File: src/rtl/piso_serializer_if.sv
// Load handshake and serial output bundle for piso_serializer.
// The master side is the word source; the slave side is the serializer.
interface piso_serializer_if #(
    parameter int NBITS = 4
);
    localparam int CW = $clog2(NBITS);

    logic             load_valid;
    logic             load_ready;
    logic [NBITS-1:0] paralelo_in;
    logic             shift_en;
    logic             serial_out;
    logic             serial_valid;
    logic [CW-1:0]    bit_count;
    logic             done;

    modport master (
        output load_valid,
        output paralelo_in,
        output shift_en,
        input  load_ready,
        input  serial_out,
        input  serial_valid,
        input  bit_count,
        input  done
    );

    modport slave (
        input  load_valid,
        input  paralelo_in,
        input  shift_en,
        output load_ready,
        output serial_out,
        output serial_valid,
        output bit_count,
        output done
    );
endinterface

File: src/rtl/piso_serializer.sv
// Parallel-in serial-out shifter: loads a word on a valid/ready handshake,
// sends one bit per enabled clock, then pulses done for one cycle.
module piso_serializer #(
    parameter int NBITS     = 4,
    parameter bit MSB_FIRST = 1'b0
) (
    input  logic            clk_2,
    input  logic            reset,
    piso_serializer_if.slave bus
);
    localparam int CW = $clog2(NBITS);
    localparam logic [CW-1:0] LAST = CW'(NBITS - 1);

    typedef enum logic [1:0] {
        IDLE,
        SHIFT,
        DONE
    } state_t;

    state_t           state_q, state_d;
    logic [NBITS-1:0] sreg_q, sreg_d;
    logic             serial_q, serial_d;
    logic             valid_q, valid_d;
    logic             done_q, done_d;
    logic [CW-1:0]    cnt_q, cnt_d;

    always_ff @(posedge clk_2 or posedge reset) begin
        if (reset) begin
            state_q  <= IDLE;
            sreg_q   <= '0;
            serial_q <= 1'b0;
            valid_q  <= 1'b0;
            done_q   <= 1'b0;
            cnt_q    <= '0;
        end else begin
            state_q  <= state_d;
            sreg_q   <= sreg_d;
            serial_q <= serial_d;
            valid_q  <= valid_d;
            done_q   <= done_d;
            cnt_q    <= cnt_d;
        end
    end

    always_comb begin
        state_d  = state_q;
        sreg_d   = sreg_q;
        serial_d = serial_q;
        valid_d  = valid_q;
        cnt_d    = cnt_q;
        done_d   = 1'b0;
        unique case (state_q)
            IDLE: begin
                if (bus.load_valid) begin
                    state_d  = SHIFT;
                    sreg_d   = bus.paralelo_in;
                    serial_d = MSB_FIRST ? bus.paralelo_in[NBITS-1]
                                         : bus.paralelo_in[0];
                    valid_d  = 1'b1;
                    cnt_d    = '0;
                end
            end
            SHIFT: begin
                if (bus.shift_en) begin
                    if (cnt_q == LAST) begin
                        state_d  = DONE;
                        sreg_d   = '0;
                        serial_d = 1'b0;
                        valid_d  = 1'b0;
                        cnt_d    = '0;
                        done_d   = 1'b1;
                    end else begin
                        // serial_q already holds the output-end bit, so the
                        // next bit is the one right behind it
                        sreg_d   = MSB_FIRST ? (sreg_q << 1) : (sreg_q >> 1);
                        serial_d = MSB_FIRST ? sreg_q[NBITS-2] : sreg_q[1];
                        cnt_d    = cnt_q + CW'(1);
                    end
                end
            end
            DONE: begin
                state_d = IDLE;
            end
            default: begin
                state_d = IDLE;
            end
        endcase
    end

    assign bus.load_ready   = (state_q == IDLE);
    assign bus.serial_out   = serial_q;
    assign bus.serial_valid = valid_q;
    assign bus.bit_count    = cnt_q;
    assign bus.done         = done_q;
endmodule

File: src/flat_wrapper.sv
// flat-port wrapper written by rule: the top's interface ports become plain ports
module piso_serializer_flat 
#(
    parameter int NBITS     = 4,
    parameter bit MSB_FIRST = 1'b0
)
  (clk_2, reset, bus_load_valid, bus_paralelo_in, bus_shift_en, bus_load_ready, bus_serial_out, bus_serial_valid, bus_bit_count, bus_done);
  piso_serializer_if #(.NBITS(NBITS)) bus_i ();
  input  logic clk_2;
  input  logic reset;
  input wire logic [$bits(bus_i.load_valid)-1:0] bus_load_valid;
  input wire logic [$bits(bus_i.paralelo_in)-1:0] bus_paralelo_in;
  input wire logic [$bits(bus_i.shift_en)-1:0] bus_shift_en;
  output wire logic [$bits(bus_i.load_ready)-1:0] bus_load_ready;
  output wire logic [$bits(bus_i.serial_out)-1:0] bus_serial_out;
  output wire logic [$bits(bus_i.serial_valid)-1:0] bus_serial_valid;
  output wire logic [$bits(bus_i.bit_count)-1:0] bus_bit_count;
  output wire logic [$bits(bus_i.done)-1:0] bus_done;
  assign bus_i.load_valid = bus_load_valid;
  assign bus_i.paralelo_in = bus_paralelo_in;
  assign bus_i.shift_en = bus_shift_en;
  assign bus_load_ready = bus_i.load_ready;
  assign bus_serial_out = bus_i.serial_out;
  assign bus_serial_valid = bus_i.serial_valid;
  assign bus_bit_count = bus_i.bit_count;
  assign bus_done = bus_i.done;
  piso_serializer #(.NBITS(NBITS), .MSB_FIRST(MSB_FIRST)) u_core (.clk_2(clk_2), .reset(reset), .bus(bus_i));
endmodule
File: config.mk
export PLATFORM = sky130hd
export DESIGN_NAME = piso_serializer_flat
export DESIGN_NICKNAME = d
export VERILOG_FILES = /design/src/rtl/piso_serializer_if.sv /design/src/rtl/piso_serializer.sv /design/src/flat_wrapper.sv
export SDC_FILE = /design/constraint.sdc
export NUM_CORES = 1
export LEC_CHECK = 0
export ABC_AREA = 1
export BUFFER_PORTS_ARGS = -buffer_cell sky130_fd_sc_hd__buf_2
export CAP_MARGIN = 20
export CORE_AREA = 2 2 39 41
export CTS_CLUSTER_DIAMETER = 200
export DETAILED_ROUTE_END_ITERATION = 8
export DIE_AREA = 0 0 41 43
export SLEW_MARGIN = 20
export SYNTH_ARGS = -nofsm -noshare
export SYNTH_HDL_FRONTEND = slang
export SYNTH_SLANG_ARGS = --single-unit
File: constraint.sdc
create_clock -name clk_2 -period 1.35 [get_ports clk_2]
set_clock_uncertainty 0.2 [all_clocks]
set_input_delay 0.2025 -clock clk_2 [delete_from_list [all_inputs] [get_ports clk_2]]
set_output_delay 0.2025 -clock clk_2 [all_outputs]
set_load 0.1 [all_outputs]
# Yosys cells after proc, flatten, opt, wreduce, memory -nomap -nowiden
# Cells that the tools add are included.
totals:
  regBits: 11
  wordCells: 40
classes:
  addsub: 1
  n_eq_ne: 5
  mux: 23
  n_reduce_logical: 5
op_table:
  columns: ["operator", "count"]
  rows:
  - ["$mux 2", 6]
  - ["$mux 1", 9]
  - ["$mux 4", 2]
  - ["$pmux 2 s2", 2]
  - ["$pmux 4 s2", 1]
  - ["$reduce_and 3->1", 2]
  - ["$ne 2x2->1 const B", 2]
  - ["$pmux 1 s2", 2]
  - ["$reduce_and 4->1", 1]
  - ["$mux 3", 1]
  - ["$add 2x1->2 const B", 1]
  - ["$eq 2x1->1 const B", 1]
  - ["$eq 2x2->1 const B", 1]
  - ["$logic_not 2->1", 1]
  - ["$ne 2x1->1 const B", 1]
  - ["$reduce_bool 2->1", 1]

# Longest topological paths before layout
# Gate-level depths: netlist of run 1.
depth:
  ltp_word: 4
  depth_mapped: 6
  ltp_nobuf: 6

# Worst setup path after synthesis of run 1
# Ideal clock, no wire load.
synth_timing:
  path_type: "flip-flop to flip-flop"
  from: "register u_core.state_q[0]"
  to: "register u_core.sreg_q[3]"
  setup_ps: 123
  t_arrival_ps: 1649
  setup_slack_ps: -622
  stages_incl_launch_ff: 5
  synth_period_minus_slack_ps: 1972
  cell_sequence: "dfrtp_1 > nor2_2 > nand2_4 > nand2_4 > o21ai_1"
synth_via:
  elab_chain_len: 3
  word_cells_on_any_way: 7
  cone_classes: "3 x eq/ne; 1 x mux; 3 x reduce/logical"
synth_rtl:
  columns: ["element", "line", "source"]
  rows:
  - ["start, declared", "piso_serializer.sv:20", "state_t state_q, state_d;"]
  - ["start signal, assigned", "piso_serializer.sv:36", "state_q <= state_d;"]
  - ["$logic_not 2->1 (*)", null, null]
  - ["net bus_load_ready", "flat_wrapper.sv:14", "output wire logic [$bits(bus_i.load_ready)-1:0] bus_load_ready;"]
  - ["$ne 2x2->1 (no source line) or $reduce_bool 2->1 (tied branches)", null, null]
  - ["$reduce_and 3->1 (no source line)", null, null]
  - ["end signal, assigned", "piso_serializer.sv:37", "sreg_q <= sreg_d;"]
  - ["end, declared", "piso_serializer.sv:21", "logic [NBITS-1:0] sreg_q, sreg_d;"]
# The timed path passes the listed nets; every way through them passes the cells marked *.
# A chain may end at the register's enable or synchronous reset.

# Final worst setup path of run 1
layout_timing:
  from: "register u_core.cnt_q[0], in the netlist u_core.bus.bit_count[0]"
  to: "output bus_bit_count[0]"
layout_rtl:
  columns: ["element", "line", "source"]
  rows:
  - ["start, declared", "piso_serializer.sv:25", "logic [CW-1:0] cnt_q, cnt_d;"]
  - ["start signal, assigned", "piso_serializer.sv:41", "cnt_q <= cnt_d;"]
  - ["end, declared", "flat_wrapper.sv:17", "output wire logic [$bits(bus_i.bit_count)-1:0] bus_bit_count;"]
# No word-level cell between the ends.

==> results.txt, run 1 <==
The number of clock sinks seen by CTS came out at 10. The maximum number of pins on one net before global-route repair is 11. The worst-case setup slack after placement is -57.8 ps.

The flop and latch count out of synthesis is 10. The number of I/O pins came out at 14. The average size of a mapped cell is between 7 and 8 um^2. The die extent in x came out at about 41 um. The post-synthesis adder-cell area fraction came out at 2.53%.

Dividing the detail-routed wire length by the instance count gives 11.0 um. The total wire length is 1130 um. TritonCTS built the clock tree. Synthesis produced a netlist with a net count of between 70 and 80. The detailed-placement wirelength estimate is 768 um. The commonest cells after synthesis are sky130_fd_sc_hd__nand2_1 (24), sky130_fd_sc_hd__dfrtp_1 (10), sky130_fd_sc_hd__nor2_1 (8). Clock-pin slew was measured on the worst setup and hold paths at 70 ps. The via total after detailed routing is 473. The number of placed cells counting well taps is 95. The final number of setup-violating endpoints is 5. The peak clock frequency supported by timing is 691 MHz. The total count of max-transition violations in the final report is 0. Of the available clock period, the critical path in the final layout requires 107%. The static leakage is around 0.43 nW.

By instance count, the leading cell after synthesis is sky130_fd_sc_hd__nand2_1. The proportion of netlist area held by the largest area contributor came out at between 50 and 60%. The port buffer count came out at 13. By area the synthesized netlist is led by sky130_fd_sc_hd__dfrtp_1 (51%), sky130_fd_sc_hd__nand2_1 (18%), sky130_fd_sc_hd__nand3_1 (6.1%). The wire length of the first global-routing pass came out at 1810 um. For this run, design rule violations remaining after detail routing come to 0. The tightest slew margin relative to the limit is 74.4%.

Global routing used 24.4% of the available met2 tracks. The number of hold-slack violations in the final timing report is 0. The area of the core is ~1400 um^2. The deepest clock path buffer count came out at 2.

The peak fanout along the critical path came out at 3. The DRC violation total after the first TritonRoute iteration came out at 4. For the pin with the worst max-slew slack, the measured transition is 384 ps. Counting I/O delays and the setup requirement, the final critical path takes 1450 ps. The count of nets left with antenna violations after detail routing came out at 0. The overall power came out at 2.19 mW.

By area, the combinational part of the netlist is dominated by simple AND/OR/NAND/NOR gates. STA puts the critical path data required time at 950 ps. Of the cells placed in the final design, the portion with a size suffix greater than 1 is 44.8%. The CTS H-tree depth came out at 1. The start of the worst register-to-register path is u_core.bus.bit_count[1]$_DFFE_PP0P_. The count of standard-cell rows came out at 14. The most critical setup path has its startpoint at u_core.bus.bit_count[0]$_DFFE_PP0P_. sky130_fd_sc_hd__dfrtp_1 takes more of the synthesized area than any other cell. The clock root buffer is sky130_fd_sc_hd__clkbuf_4. In this run the most critical hold path is launched from bus_paralelo_in[3].

The post-synth design cell area is 494 um^2. The die extent in y is 43 um. The via count of the first global-routing pass is approximately 450. The total global routing overflow is 0.

Setup repair after global routing could not meet its margin everywhere. The clock insertion delay at the later pin of the skew report is about 260 ps. The final reports fail on negative setup slack. Counting cells, the worst reg-to-reg path comes to 7. Sequential elements use 50.6% of the synthesized area. The power per standard cell area is roughly 2600 nW/um^2. The share of async-settable or async-resettable flops after synthesis came out at 100%. The first-pass iteration count of the detailed router is 4.

The number of cells traversed by the worst hold path came out at 3. The initial antenna violation count is 0. The final-layout fill cell count came out at 131. The xor/xnor cell area share of the yosys netlist came out at 0%. The post-synthesis mux area share is 0%. The worst hold path belongs to the class in -> reg.

The type of the setup path with the least slack is reg -> out. The critical path data arrival time is 1050 ps. For this run, the share of the core covered by cells in the final layout is 60.8%. For this run, the number of Yosys warnings is 0. The worst-case IR drop observed on VDD is 1450 uV.

0 antenna diodes ended up in the layout. The compound-gate portion of the synthesized area came out at 2.03%. The worst slack on hold paths is 8.47 ps. In this run, CTS created clock tree buffers numbering 3. For this run, the leading register cell type out of synthesis is sky130_fd_sc_hd__dfrtp_1. The number of different library cells in the post-synthesis netlist is 12.

The routability-driven placement congestion ratio is 0.772. The post-synthesis cell count is 63. The least setup slack across all paths after layout is -98.1 ps. After global routing, the most crowded layer is met2.

Using the TritonRoute via totals, the vias-per-cell ratio works out to 4.59. The worst setup path is launched from a flop. The number of enable flip-flop cells after synthesis is 0.

The overall die area is 1760 um^2. The global-route track usage on met1 is 19.5%. The final-stage net count is between 90 and 100. For this run, global-route usage on met3 was measured as 3.66%. Compared with the post-synthesis result, the final layout area differs by 70.1%.

The final non-filler cell total is 103. The critical path capture point type is an output pin. The post-synthesis share of cell area spent on and, or, nand and nor gates is 39.5%. Once the floorplan was initialized, standard cells occupied 35.7% of the core.

The overall fraction of global-route tracks in use is between 10% and 20%. The flow ran to the end, but the final reports show violations. The max-capacitance violation count is 0.
==> final timing paths <==
check | end | slack, ps
max in group asynchronous | u_core.bus.bit_count[0]$_DFFE_PP0P_ | 390
min | u_core.sreg_q[3]$_DFFE_PP0P_ | 8
max | bus_bit_count[0] | -100
max reg2reg | u_core.sreg_q[1]$_DFFE_PP0P_ | -20
min reg2reg | u_core.sreg_q[1]$_DFFE_PP0P_ | 310
min in group asynchronous | u_core.sreg_q[1]$_DFFE_PP0P_ | 250
==> metrics by stage <==
step                TNS [ps]  instance area (um^2)
global route            -552                   841
finish                  -273                   841
CTS                     -389                   818
global placement       -28.9                   729
detailed placement     -82.2                   729
floorplan              -1630                   519
==> cell families after synthesis <==
kind of cell,after synthesis
adder cells (fa/ha/maj),1
buffers and inverters,7
AND/OR/NAND/NOR,43
AO/OA/AOI/OAI,2
flip-flops,10
==> per-layer routing <==
metal  vias to the layer above  wire [um]
met5                         -          0
met4                         0          8
met3                         2         50
met2                         9        580
met1                       220        488
li1                        242          -
==> report_power, final <==
part / internal (mW) / total (mW) / switching, mW / leakage, nW
logic: 0.581 / 1.48 / 0.899 / 0.288
registers: 0.416 / 0.501 / 0.0847 / 0.123
clock network: 0.114 / 0.212 / 0.0979 / 0.0150
total: 1.11 / 2.19 / 1.08 / 0.426
==> state kept, by name (all words and copies together), names as in the netlist <==
register / count
u_core.bus.bit_count: 2
u_core.bus.done: 1
u_core.bus.serial_valid: 1
u_core.sreg_q: 4
u_core.state_q: 2
==> worst max-delay path: stages (launching register included) <==
cell and delay [ps]:
sky130_fd_sc_hd__dfrtp_4 490, sky130_fd_sc_hd__buf_6 130, sky130_fd_sc_hd__buf_12 150
==> final cells by class <==
type | instances | area (um^2) | area share (%)
tap | 16 | 20.0 | 2.38
inverter | 7 | 26.3 | 3.13
clock buffer | 4 | 26.3 | 3.13
sequential | 10 | 258 | 30.7
multi-input combinational | 46 | 280 | 33.3
timing repair buffer | 20 | 230 | 27.4
==> layout by cell type, fill, tap and decap left out, drive strengths merged <==
| cell | netlist | layout |
|---|---|---|
| dfrtp | 10 | 10 |
| or2 | 1 | 1 |
| dlygate4sd3 | 0 | 1 |
| nand2 | 26 | 26 |
| nor2 | 9 | 9 |
| buf | 0 | 19 |
| o21ai | 2 | 2 |
| clkbuf | 0 | 4 |
| nand3 | 7 | 7 |
| ha | 1 | 1 |
| inv | 7 | 7 |
==> what timing repair did <==
item                                    CTS  global route
resized for setup                         8             7
hold endpoints to repair                 10             0
pin swaps                                11             7
buffers inserted                          3             0
endpoints found under the setup margin    7            12
hold buffers                              1             0
No activity file was read; power rests on OpenSTA's default activity.
==> run 2: changes to the inputs <==
--- a/config.mk
+++ b/config.mk
@@ -12,6 +12,7 @@
 export CTS_CLUSTER_DIAMETER = 200
 export DETAILED_ROUTE_END_ITERATION = 8
 export DIE_AREA = 0 0 41 43
+export MAX_ROUTING_LAYER = met4
 export SLEW_MARGIN = 20
 export SYNTH_ARGS = -nofsm -noshare
 export SYNTH_HDL_FRONTEND = slang
==> constraint.sdc (replaced) <==
create_clock -name clk_2 -period 1.7 [get_ports clk_2]
set_clock_uncertainty 0.2 [all_clocks]
set_input_delay 0.255 -clock clk_2 [delete_from_list [all_inputs] [get_ports clk_2]]
set_output_delay 0.255 -clock clk_2 [all_outputs]
set_load 0.1 [all_outputs]
==> results.txt, run 2 (synthesized netlist as in run 1, its figures left out) <==
The area occupied by registers came out at 253 um^2 (-1.9%). The CTS H-tree depth came to 1 (unchanged). The overall die area is 1760 um^2 (unchanged). The port buffer count is 13 (unchanged).

The worst slack on hold paths is 46.9 ps (+38.4 ps). The clock insertion delay at the later pin of the skew report is 260 ps (about the same). The setup TNS is 0 ps (+273 ps). The ratio of cells with drive above 1 in the final layout came out at 30.0% (-15 points). The leading cell type in the layout, fill and taps excluded is sky130_fd_sc_hd__nand2_1. The final-stage net count is 91 (-6.2%). Of the available clock period, the critical path in the final layout requires 90.1%. The total wire length came out at 991 um (-12%). The area of the core came to 1380 um^2 (unchanged). The routed wire length per instance came out at 10.3 um (-5.7%). In this run the worst hold path is classified as in -> reg.

The tightest slew margin relative to the limit came out at 67.9% (-6.5 points). The number of cells upsized or downsized after cts came to 0 (-8). The worst setup path is launched from a flop. The max-capacitance violation count is 0 (unchanged). The combined area of the multi-input logic cells is 223 um^2 (-21%). The die extent in y was 43 um (unchanged). The number of hold-slack violations in the final timing report is 0 (unchanged). The run finished with clean final reports. By startpoint and endpoint, the worst setup path is classified as reg -> out. The DRC violation total after the first TritonRoute iteration came to 2 (-2). The wire length of the first global-routing pass is 1670 um (-8.0%). The post-route minimum period came out at 1530 ps. The final non-filler cell total is 96 (-6.8%). Setup repair after global routing left no endpoint under its margin. The tree is rooted in a sky130_fd_sc_hd__clkbuf_4. The DRC violation count after routing came out at 0 (unchanged).

The first-pass iteration count of the detailed router is 4 (unchanged). The post-synthesis to final-layout area growth is 28.4%. The final-layout fill cell count is 150 (+15%). The buffers inserted during post-CTS setup optimization is 0 (-3). The highest cell delay on the worst timing path was 430 ps (-60 ps). The deepest clock path buffer count was 2 (unchanged).

The worst-case register-to-register setup slack is 260 ps (+280 ps). The count of antenna diodes in the layout was 0 (unchanged). The count of standard-cell rows was 14 (unchanged). The static leakage was 0.366 nW (-14%). The highest ir drop seen on vdd is 1120 uV (-23%). The via count of the first global-routing pass is 386 (-13%). The effective utilization at floorplan came out at 35.7% (unchanged). The worst-case setup slack after placement came out at 273 ps (+331 ps). The least setup slack across all paths after layout came out at 169 ps (+267 ps). The design area is 634 um^2 (-25%). The routability-driven placement congestion ratio is 0.754 (-2.3%). Leaving out fill and tap cells, the most frequent cells in the layout are sky130_fd_sc_hd__nand2_1 (24), sky130_fd_sc_hd__buf_2 (12), sky130_fd_sc_hd__nor2_1 (8), sky130_fd_sc_hd__dfrtp_1 (8). More flip-flops sit in one register than any other, and that register is u_core.sreg_q. TritonCTS built the clock tree. The number of placed cells counting well taps was 92 (-3.2%). The maximum number of pins on one net before global-route repair is 11 (unchanged).

The final number of setup-violating endpoints is 0 (-5). The core occupancy in the finished layout came out at 45.8% (-15 points). The overall power came out at 1.35 mW (-39%). The power per standard cell area is 2130 nW/um^2 (-19%).

The total of hold buffers inserted after clock tree synthesis came out at 1 (unchanged). The required arrival time at the worst endpoint came out at 1240 ps (+290 ps). The overall fraction of global-route tracks in use came out at 14.7% (-0.44 points). The die extent in x came to 41 um (unchanged).

The peak clock frequency supported by timing is 653 MHz. The initial antenna violation count came out at 0 (unchanged). The number of clock sinks seen by CTS is 10 (unchanged). The count of nets left with antenna violations after detail routing is 0 (unchanged).

The total global routing overflow is 0 (unchanged). The signal on the critical path passes through nor2_4, buf_12. The critical path data arrival time came to 1080 ps (+30 ps). The clock slew seen by the registers of the worst setup and hold paths is 60 ps (about the same). Among all stages on the critical path, the largest delay is contributed by sky130_fd_sc_hd__dfrtp_1.

The flip-flop count of the largest register, all copies and words added is 4 (unchanged). The post-placement cell area came out at 602 um^2 (-17%). The via total after detailed routing is 424 (-10%). The peak fanout along the critical path is 4 (+1).

The mean number of vias per cell came to 4.42 (-3.8%). The critical path capture point type is an output pin. The measured slew at the worst slew-check pin is 485 ps (+101 ps). The detailed-placement wirelength estimate came out at 728 um (-5.2%). The total count of max-transition violations in the final report came to 0 (unchanged).

The number of I/O pins came out at 14 (unchanged). The number of clock buffers inserted by TritonCTS came out at 3 (unchanged).
[run 2: critical path: cells and delay by family, from the launching register on]
family	cells	cell delay [ps]
AND/OR/NAND/NOR	1	190
flip-flops	1	430
buffers and inverters	1	190
[run 2: metal layers]
layer  GRT usage (%)  part of all wire [%]  wire [um]
met3            1.57                   5.9         58
met1            22.2                    47        466
met5               -                     0          0
met2            17.8                    44        433
met4            10.0                   3.2         32
[run 2: final timing paths]
kind | start | endpoint | depth (start not counted)
min in group asynchronous | reset | u_core.sreg_q[0]$_DFFE_PP0P_ | 3
max in group asynchronous | reset | u_core.bus.bit_count[1]$_DFFE_PP0P_ | 3
worst max register to register | u_core.bus.bit_count[0]$_DFFE_PP0P_ | u_core.bus.bit_count[0]$_DFFE_PP0P_ | 5
worst min register to register | u_core.bus.serial_valid$_DFFE_PP0P_ | u_core.bus.serial_valid$_DFFE_PP0P_ | 2
worst min-delay path | bus_paralelo_in[3] | u_core.sreg_q[3]$_DFFE_PP0P_ | 3
worst max-delay path | u_core.state_q[0]$_DFFE_PP0P_ | bus_load_ready | 2
[run 2: report_power, final]
part	switching, mW	total (mW)	internal [mW]
logic	0.614	0.817	0.203
clock network	0.0735	0.155	0.0814
registers	0.0555	0.376	0.321
[run 2: cell type report]
class | count | share of cell area, %
flip-flops and latches | 10 | 39.8
multi-input cells | 46 | 35.1
repair buffers | 14 | 14.2
inverters | 7 | 4.14
clock buffers | 3 | 3.55
well taps | 16 | 3.16
